<file path="src/rtl/gray_alu_pipe.sv">
// gray_alu_pipe -- three-stage pipelined Gray-code arithmetic unit.
//
// Operands arrive Gray-coded and are converted to binary in stage 1. Stage 2
// applies ADD/SUB/ACC/CLR and owns the accumulator. Stage 3 registers the
// N+1-bit result back to Gray code as {gcout, gs}. A single global advance
// enable stalls the whole pipe when a valid result is not being taken.
//
// Ports:
//   clk, rst            rising-edge clock, async active-high reset
//   in_valid/in_ready   operand handshake (in_ready = advance enable)
//   mode                00 ADD, 01 SUB, 10 ACC, 11 CLR
//   ga, gb              Gray-coded operands (gb ignored by ACC/CLR)
//   out_valid/out_ready result handshake
//   gs, gcout           Gray-coded result and carry/borrow
//   acc_g               Gray-coded accumulator, one cycle behind acc
module gray_alu_pipe #(
  parameter int N = 8
) (
  input  logic         clk,
  input  logic         rst,
  input  logic         in_valid,
  output logic         in_ready,
  input  logic [1:0]   mode,
  input  logic [N-1:0] ga,
  input  logic [N-1:0] gb,
  output logic         out_valid,
  input  logic         out_ready,
  output logic [N-1:0] gs,
  output logic         gcout,
  output logic [N-1:0] acc_g
);

  typedef enum logic [1:0] {
    MODE_ADD = 2'b00,
    MODE_SUB = 2'b01,
    MODE_ACC = 2'b10,
    MODE_CLR = 2'b11
  } mode_t;

  function automatic logic [N-1:0] gray_to_bin(input logic [N-1:0] g);
    logic [N-1:0] b;
    b        = '0;
    b[N-1]   = g[N-1];
    for (int unsigned i = 1; i < N; i++) begin
      b[N-1-i] = b[N-i] ^ g[N-1-i];
    end
    return b;
  endfunction

  logic         en;
  logic         v1;
  logic [N-1:0] a1;
  logic [N-1:0] b1;
  mode_t        m1;
  logic         v2;
  logic [N:0]   r2;
  logic [N-1:0] acc;
  logic [N:0]   r_next;
  logic [N-1:0] acc_next;
  logic         acc_we;

  assign en       = !out_valid || out_ready;
  assign in_ready = en;

  // acc is read here and written on the same edge the ACC leaves S1, so a
  // following ACC already sees the updated value without a bubble.
  always_comb begin
    r_next   = '0;
    acc_next = acc;
    acc_we   = 1'b0;
    case (m1)
      MODE_ADD: r_next = {1'b0, a1} + {1'b0, b1};
      // N+1-bit wraparound leaves the borrow (A < B) in bit N.
      MODE_SUB: r_next = {1'b0, a1} - {1'b0, b1};
      MODE_ACC: begin
        r_next   = {1'b0, acc} + {1'b0, a1};
        acc_next = r_next[N-1:0];
        acc_we   = v1;
      end
      MODE_CLR: begin
        acc_next = '0;
        acc_we   = v1;
      end
      default: r_next = '0;
    endcase
  end

  always_ff @(posedge clk or posedge rst) begin
    if (rst) begin
      v1        <= 1'b0;
      a1        <= '0;
      b1        <= '0;
      m1        <= MODE_ADD;
      v2        <= 1'b0;
      r2        <= '0;
      acc       <= '0;
      out_valid <= 1'b0;
      gs        <= '0;
      gcout     <= 1'b0;
      acc_g     <= '0;
    end else begin
      if (en) begin
        v1            <= in_valid;
        a1            <= gray_to_bin(ga);
        b1            <= gray_to_bin(gb);
        m1            <= mode_t'(mode);
        v2            <= v1;
        r2            <= r_next;
        out_valid     <= v2;
        {gcout, gs}   <= r2 ^ (r2 >> 1);
        if (acc_we) begin
          acc <= acc_next;
        end
      end
      acc_g <= acc ^ (acc >> 1);
    end
  end

endmodule
</file>
<file path="config.mk">
export PLATFORM = sky130hd
export DESIGN_NAME = gray_alu_pipe
export DESIGN_NICKNAME = d
export VERILOG_FILES = /design/src/rtl/gray_alu_pipe.sv
export SDC_FILE = /design/constraint.sdc
export NUM_CORES = 1
export LEC_CHECK = 0
export ABC_AREA = 1
export CAP_MARGIN = 40
export CORE_MARGIN = 2
export CORE_UTILIZATION = 40
export DETAILED_ROUTE_END_ITERATION = 7
export GPL_TIMING_DRIVEN = 0
export SYNTH_ARGS = -nofsm -noshare
export SYNTH_HDL_FRONTEND = slang
export SYNTH_SLANG_ARGS = --single-unit
</file>
<file path="constraint.sdc">
create_clock -name clk -period 2.5 [get_ports clk]
set_clock_uncertainty 0.1 [all_clocks]
set_input_delay 0.375 -clock clk [delete_from_list [all_inputs] [get_ports clk]]
set_output_delay 0.375 -clock clk [all_outputs]
set_load 0.05 [all_outputs]
</file>
==> results.toml <==
[sta]
setup_viol = 0
report.final.slew_viol_count = 0
finalWorstPathRequiredPeriod_ns = 2.450
rsz0062_at_grt = "true"
relSlewSlack_pct = 56.92
worstMarginPinSlew_ns = 0.6462
fin_crit_sh_pct = 97.98
hold_ws_ns = 0.2632
finalHoldViolations = 0
max_freq_ghz = 0.4082

[detailed_routing]
postRouteAntennaNets = 0
drt_wl_total_microns = 8071
drt_iter0_markers = 115
firstDrtPassIters = 4
drt_drc_violations_left = 0
avgViaCountPerCell = 5.065
vias = 2887
wl_per_cell_microns = 14.16

[critical_path]
path_max_fanout = 4
cp-startpoint = "b1[2]"
crit_family = "compound AO/OA/AOI/OAI gates"
setup.worst_path.start_class = "flop"
cp.buffers_inverters = 4
rrSetupSlack_ns = 0.05
crit_path_end_kind = "flop"
rr_startpoint = "b1[2]"
critPathMaxStageDelay_ns = 0.43
crit_type = "reg -> reg"
arrival_ns = 2.61
cp_slowest_cell = "dfrtp_2"
crit_chain = "nor3_2 -> inv_1 -> nor3_2 -> inv_1 -> o31ai_2 -> xor2_1 -> inv_1 -> ha_4 -> inv_2 -> nor3_2 -> nand2_1 -> nand3_2 -> o21ai_2 -> a21o_1 -> a21oi_2"
critPathRequiredTime_ns = 2.66

[finish]
fillers = 789
stdcell_area_sq_um = 4212
syn_to_final_growth_pct = 25.88
seq_area_sq_um = 1379
final_cell_mix = "nand2_1 (90), dfrtp_1 (53), inv_1 (45)"
insertedDiodeCount = 0
final_util_pct = 51.52
multiInputGateArea_sq_um = 1857
layout-drive-gt1-share_pct = 18.06
nets = 505
final_common_cell = "nand2_1"

[floorplanning]
die_w_microns = 95.46
num_io_pins = 41
initial_utilization_pct = 40.92
row_count = 33
die_area_sq_um = 9112
die_y_microns = 95.46
core-area_sq_um = 8175

[global_route]
grt_pass1_vias = 2737
gr-total-overflow = 0
antenna_found_initial = 0
grtUsageTotal_pct = 18.45
grt_max_degree = 37
grt_pass1_wl_microns = 12930

[job]
drv_cap = 0

[power]
p_int_w = 0.002865
pwr-share-comb_pct = 59.6
power_frac_clock_pct = 11.5
vdd_drop_max_v = 0.0004521
powerDensity_nw_per_um2 = 1305
p_sw_w = 0.002633
power.share.sequential_pct = 28.9
switching_share_pct = 47.89
p_leak_nw = 2.000

[placement]
place_area_sq_um = 3897
hpwlAfterDp_microns = 6000
gp_congestion = 0.9447
io_buffers = 40

[synth]
syn_inst = 411
synth_ff_type = "dfrtp_1"
yosys_warnings = 0
synthArstFlopShare_pct = 100.0
synth_cell_types = 35
ys_ff_latch = 55
ys_seq_area_share_pct = 41.14
netlist_area_sq_um = 3346
synth_area_per_cell_sq_um = 8.140
synth_edf_count = 0
synth_fp_nets = 452

[clock_network]
clock_latency_ns = 0.32
cts_made_buffers = 5
cts_max_level = 2
path_clk_slew_ns = 0.12
cts_tree = "built"
cts-root-buf = "clkbuf_8"
cts_sinks = 55
clock_path_buffers = 2

[run_status]
status = "completed"

[hold_path]
hold_class = "in -> async"
[layout make-up]
| class | count | area share, % |
|---|---|---|
| Buffer | 10 | 1.634 |
| Clock buffer | 5 | 1.634 |
| Clock inverter | 3 | 1.099 |
| Inverter | 53 | 4.783 |
| Multi-Input combinational cell | 293 | 44.09 |
| Sequential cell | 55 | 32.74 |
| Tap cell | 105 | 3.119 |
| Timing Repair Buffer | 46 | 10.90 |
[path summary, 6_finish.rpt]
path / cells past startpoint / endpoint
min in group clk: 0 / acc_g[7]
hold / removal: 2 / acc_g[0]
setup reg to reg: 15 / r2[8]
hold reg to reg: 0 / acc_g[7]
setup / recovery: 15 / r2[8]
max in group asynchronous: 3 / r2[7]
[worst reg2reg max path: stages, from the launching register on]
cell     delay (ns)
dfrtp_2        0.43
nor3_2         0.16
inv_1          0.08
nor3_2         0.14
inv_1          0.08
o31ai_2        0.23
xor2_1         0.16
inv_1          0.08
ha_4           0.28
inv_2          0.04
nor3_2         0.09
nand2_1        0.08
nand3_2        0.08
o21ai_2        0.05
a21o_1         0.18
a21oi_2        0.12
[through the flow]
stage	power, W	instances	TNS [ns]	setup slack, ns
detailed placement	0.004479	557	-0.7304	-0.3228
finish	0.005498	570	0	0.05050
global route	0.005967	570	-0.4287	-0.2108
floorplan	0.003666	411	0	0.1709
CTS	0.005244	568	0	0.006163
global placement	0.004427	556	-23.66	-0.4207
[per-layer routing]
metal / share of wire, % / GRT usage [%] / vias to the layer above
met5: 0 / 0 / -
met3: 3.7 / 3.004 / 9
li1: - / - / 1446
met1: 47 / 24.01 / 1374
met4: 1.2 / 4.286 / 0
met2: 48 / 32.16 / 58
[registers in the layout (all words and copies together) (netlist names), 2 cells and up]
register and flops:
r2 9, acc_g 8, gs 8, m1 2
acc 8, b1 8, a1 8
[cell families after synthesis]
group	Yosys count	share of synthesized area, %
flops	55	41.14
simple gates	175	25.32
compound gates	78	12.49
xor+xnor	21	5.497
fa+ha+maj	19	7.554
buf+inv	63	8.003
[what timing repair did]
| item | CTS | global route |
|---|---|---|
| pin swaps | 9 | 22 |
| endpoints found under the setup margin | 5 | 4 |
| setup buffers | 4 | 2 |
| cloned | 0 | 0 |
| gates resized for setup | 15 | 22 |
| hold buffers | 0 | 0 |
[power by group through the flow]
stage	logic [W]	registers [W]	clock network (W)
3_5_place_dp	0.00288	0.00160	0
2_1_floorplan	0.00165	0.00201	0
6_report	0.00328	0.00159	0.000633
5_1_grt	0.00364	0.00165	0.000675
4_1_cts	0.00302	0.00159	0.000639
3_3_place_gp	0.00283	0.00159	0
[cells in the mapped netlist (all sizes together), types with 2 or more instances]
cell | number | area, sq um
a21oi | 16 | 80.08
a31oi | 8 | 50.05
buf | 3 | 21.27
clkbuf | 7 | 47.54
dfrtp | 55 | 1376
fa | 2 | 40.04
ha | 17 | 212.7
inv | 53 | 198.9
nand2 | 102 | 407.9
nand3 | 41 | 267.8
nand3b | 2 | 18.77
nand4 | 3 | 18.77
nor2 | 17 | 68.81
nor3 | 6 | 40.04
o21ai | 49 | 245.2
or2 | 4 | 25.02
xnor2 | 9 | 78.83
xor2 | 12 | 105.1
(Power assumes the default switching activity.)
==> RTL edit 1 (config.mk and constraints unchanged) <==
Set the parameter `N` to 9 (it was 8).
--- a/src/rtl/gray_alu_pipe.sv
+++ b/src/rtl/gray_alu_pipe.sv
@@ -15,5 +15,5 @@
 //   acc_g               Gray-coded accumulator, one cycle behind acc
 module gray_alu_pipe #(
-  parameter int N = 8
+  parameter int N = 9
 ) (
   input  logic         clk,
Ports: changed (resized acc_g, ga, gb and gs); port bits go from 41 to 45. No check against the original RTL was run, so the function may have changed too.
==> RTL edit 1 against the unedited design <==
The run now ends with negative setup slack left. Utilization increased by 0.34 points. Global-route usage is 1.7 points higher. Sequential cell count is 6 higher. Worst setup slack got worse by 0.12 ns. Hold slack better by 0.021 ns. Sequential share of layout area down 0.42 points. Clock power is 29% higher. Via count is 14% higher. Area after synthesis rose by 10%. Routed wire length up 19%. Final area grew 12%. Total power grew 16%. Fmax shrank 4.7%. Critical path type unchanged. Critical endpoint is now r2[7]$_DFFE_PP0P_. Largest cell class unchanged. Largest power group unchanged. Highest routed layer unchanged.
==> RTL edit 1: results (changes against the unedited design) <==
Parameter                              Value

Cells and area
  Filler cells    896 (was 789)
  # nets final    573 (was 505)
  Share of final-layout standard cells stronger than drive strength 1    0.1692 (was 0.1806)

Clocking
  Clock-pin slew of the registers on the worst-case setup and hold paths    0.07 ns (was 0.12 ns)
  Clock latency on the worst-skew pair    0.35 ns (was 0.32 ns)

Global route
  Maximum number of pins on one net before global-route repair    39 (was 37)
  Total global routing track utilization    0.2016 (was 0.1845)
  Wire length of the first global-routing pass    15.42 mm (was 12.93 mm)
  Vias in the first global route    3064 (was 2737)

Placed design
  Half-perimeter wire length after placement    7.173 mm (was 6.000 mm)
  Port-buffer cells    44 (was 40)
  Placer's final routability congestion estimate    0.8750 (was 0.9447)

Logic synthesis
  Commonest cells in the synthesized netlist    sky130_fd_sc_hd__nand2_1, sky130_fd_sc_hd__dfrtp_1, sky130_fd_sc_hd__inv_1 (unchanged)
  Dominant cells by area after synthesis    sky130_fd_sc_hd__dfrtp_1, sky130_fd_sc_hd__nand2_1, sky130_fd_sc_hd__o21ai_0 (unchanged)
  Mapped Avg Cell Area    7.943 µm² (was 8.140 µm²)

Route
  Via count    3284 (was 2887)
  Number of violations reported at the end of detailed-routing iteration 0    143 (was 115)
  Routed length per instance    14.88 µm (was 14.16 µm)

Power
  Worst-case vdd ir drop    0.0003580 V (was 0.0004521 V)

Run status
  Outcome    complete, but fails checks (was finished, final reports clean)
  Failing checks    negative setup slack

Timing
  Setup Viol. Count Final    3 (was 0)
  Final worst path period need    2.570 ns (was 2.450 ns)
  Worst Setup Slack, final    -0.07038 ns (was 0.05050 ns)

Setup path
  Delay of the slowest cell on the worst path    0.41 ns (was 0.43 ns)
  CP arrival    2.67 ns (was 2.61 ns)
## RTL edit 1: cell type report
type,count,share of cell area
multi-input combinational,331,0.4405
sequential,61,0.3232
timing repair buffer,53,0.1099
inverter,62,0.04980
clock buffer,14,0.03656
tap,111,0.02940
buffer,10,0.009536
clock inverter,1,0.001060
## RTL edit 1: per-stage QoR
step	power (W)	util	setup WS, ns	TNS (ns)
final	0.006362	0.5185	-0.07038	-0.1610
after global routing	0.006861	0.5185	-0.2765	-0.8545
after CTS	0.006041	0.5021	-0.03449	-0.08847
after detailed placement	0.005032	0.4713	-0.4962	-2.483
after global placement	0.004974	0.4691	-0.5922	-38.31
after floorplan	0.004080	-	0.03316	0
## RTL edit 1: cell families after synthesis
logic type | share of synthesized area
AOI/OAI and AO/OA | 0.1457
xor gates and xnor gates | 0.05691
DFF | 0.4133
and+or+nand+nor | 0.2344
adders and majority gates | 0.07520
buffers and inverters | 0.07452
## RTL edit 1: report_power, final
part           internal (W)  switching (W)  leakage [nW]
clock network      0.000435       0.000380        0.0926
registers           0.00140       0.000373         0.739
logic               0.00149        0.00228          1.40
total               0.00333        0.00303          2.23
## RTL edit 1: metal layers
layer / global-route usage / share of wire / wire (µm)
met1: 0.2681 / 0.47 / 4484
met2: 0.3233 / 0.47 / 4473
met3: 0.03482 / 0.035 / 336
met4: 0.09062 / 0.028 / 270
met5: 0 / 0 / 0
## RTL edit 1: worst paths after layout
path	slack, ns	start	end	depth (start not counted)
max in group asynchronous	1.41	rst	a1[1]$_DFFE_PP0P_	3
min in group clk	0.36	v2$_DFFE_PP0P_	out_valid$_DFFE_PP0P_	2
min	0.28	rst	acc_g[8]$_DFF_PP0_	2
max	-0.07	b1[0]$_DFFE_PP0P_	r2[7]$_DFFE_PP0P_	15
max reg2reg	-0.07	b1[0]$_DFFE_PP0P_	r2[7]$_DFFE_PP0P_	15
min reg2reg	0.36	v2$_DFFE_PP0P_	out_valid$_DFFE_PP0P_	2
## RTL edit 1: repair_timing
action,4_1_cts,5_1_grt
buffers inserted,3,5
setup endpoints to repair,8,6
gates resized for setup,24,30
pin swaps,8,13
==> RTL edit 2 (config.mk and constraints unchanged) <==
Without the edit above. Make the reset (`rst`) synchronous in one clocked block. Comments in the files are not updated.
--- a/src/rtl/gray_alu_pipe.sv
+++ b/src/rtl/gray_alu_pipe.sv
@@ -86,5 +86,5 @@
   end
 
-  always_ff @(posedge clk or posedge rst) begin
+  always_ff @(posedge clk) begin
     if (rst) begin
       v1        <= 1'b0;
Function: differs if rst is asserted again (counterexample within 4 cycles, from zero or initial values and one cycle with rst high); with rst held inactive, the same outputs for 4 cycles.
==> RTL edit 2 against the unedited design <==
Sequential cell count unchanged. Routed wire length increased by 6.1%. Final area decreased by 1.9%. Area after synthesis decreased by 2.8%. Critical path type unchanged. Die area decreased by 2.7%. The run now ends with negative setup slack left. Worst setup slack got worse by 0.14 ns.
Power is not compared: it rests on default switching activity, and its combinational part moved more than twofold at a synthesized area within 25%.
==> RTL edit 2: results (changes against the unedited design) <==
Parameter                              Value

Run status
  Outcome    complete, but fails checks (was finished, final reports clean)
  Failing checks    negative setup slack

Logic synthesis
  Area fraction in compound gates after synthesis    0.1662 (was 0.1249)
  Prevailing post-synth register cell    sky130_fd_sc_hd__dfxtp_1 (was sky130_fd_sc_hd__dfrtp_1)
  Synth Area in XOR/XNOR    0.06192 (was 0.05497)
  Dominant cells by area after synthesis    sky130_fd_sc_hd__dfxtp_1, sky130_fd_sc_hd__inv_1, sky130_fd_sc_hd__a21oi_1 (was sky130_fd_sc_hd__dfrtp_1, sky130_fd_sc_hd__nand2_1, sky130_fd_sc_hd__o21ai_0)
  Mapped Avg Cell Area    7.377 µm² (was 8.140 µm²)
  Commonest cells in the synthesized netlist    sky130_fd_sc_hd__inv_1, sky130_fd_sc_hd__dfxtp_1, sky130_fd_sc_hd__nand2_1 (was sky130_fd_sc_hd__nand2_1, sky130_fd_sc_hd__dfrtp_1, sky130_fd_sc_hd__inv_1)
  Cell variety after synth    30 (was 35)
  Fraction of the mapped netlist area in adder cells    0.07769 (was 0.07554)
  Synthesized net count    482 (was 452)

Timing
  Setup Viol. Count Final    2 (was 0)
  Actual slew at the worst max-slew pin    0.5887 ns (was 0.6462 ns)
  Worst Setup Slack, final    -0.08460 ns (was 0.05050 ns)

Route
  Number of violations reported at the end of detailed-routing iteration 0    155 (was 115)
  Routed length per instance    14.29 µm (was 14.16 µm)
  Via count    3090 (was 2887)

Cells and area
  Inverters    66 (was 53)
  NonClk Buf Share    0.1275 (was 0.1254)
  Non-CTS buffers    62 (was 56)
  Post-route insts no fill    599 (was 570)
  # nets final    537 (was 505)
  Multi-input gate area    0.001981 mm² (was 0.001857 mm²)
  Register area    0.001109 mm² (was 0.001379 mm²)

Placed design
  Half-perimeter wire length after placement    6.334 mm (was 6.000 mm)
  Instance area after placement    0.003771 mm² (was 0.003897 mm²)
  Placer's final routability congestion estimate    0.9357 (was 0.9447)

Setup path
  Cell at the slowest stage of the critical path    sky130_fd_sc_hd__dfxtp_4 (was sky130_fd_sc_hd__dfrtp_2)
  Delay of the slowest cell on the worst path    0.37 ns (was 0.43 ns)
  Number of cell instances on the worst register-to-register path    18 (was 15)

Global route
  Maximum number of pins on one net before global-route repair    17 (was 37)
  Wire length of the first global-routing pass    13.82 mm (was 12.93 mm)
  Total global routing track utilization    0.1991 (was 0.1845)
  Vias in the first global route    2895 (was 2737)

Clocking
  Clock-pin slew of the registers on the worst-case setup and hold paths    0.10 ns (was 0.12 ns)

Floorplan
  Standard cell core area    0.007807 mm² (was 0.008175 mm²)
==> RTL edit 2: cell types whose count changed in the layout (fill, tap and decap cells not counted), sizes merged, moves of 7 or more <==
cell	delta
o21ai	-11
inv	+11
xnor2	+7
nor2	+10
nand2	-38
a21oi	+29
buf	+7
nand3	+13
dfxtp	+55
o211ai	+9
dfrtp	-55
==> RTL edit 2: repair_timing <==
item / 4_1_cts / 5_1_grt
pin swaps: 2 / 14
buffers inserted: 2 / 8
resized for setup: 15 / 30
setup endpoints to repair: 7 / 6
==> RTL edit 2: layer usage <==
| metal | GRT usage | up-vias | wire length [µm] |
|---|---|---|---|
| met4 | 0.04348 | 0 | 113 |
| met1 | 0.2577 | 1452 | 3870 |
| li1 | - | 1574 | - |
| met3 | 0.02648 | 11 | 341 |
| met5 | 0 | - | 0 |
| met2 | 0.3512 | 53 | 4237 |
==> RTL edit 2: worst paths after layout <==
check	startpoint	endpoint	slack, ns
setup / recovery	b1[1]$_SDFFE_PP0P_	r2[7]$_SDFFE_PP0P_	-0.08
setup reg to reg	b1[1]$_SDFFE_PP0P_	r2[7]$_SDFFE_PP0P_	-0.08
hold reg to reg	gcout$_SDFFE_PP0P_	gcout$_SDFFE_PP0P_	0.40
hold / removal	gcout$_SDFFE_PP0P_	gcout$_SDFFE_PP0P_	0.40
==> RTL edit 2: power groups by stage <==
stage | Sequential, W | Clock (W) | Combinational, W
global placement | 0.00107 | 0 | 0.000822
floorplan | 0.00117 | 0 | 0.000495
global route | 0.00107 | 0.000753 | 0.00105
detailed placement | 0.00107 | 0 | 0.000834
finish | 0.00106 | 0.000703 | 0.000955
CTS | 0.00105 | 0.000710 | 0.000868
==> RTL edit 2: worst min-delay path, delay by kind of cell (launching register included) <==
family	cells	cell delay, ns
flip-flops	1	0.32
AND/OR/NAND/NOR	2	0.14
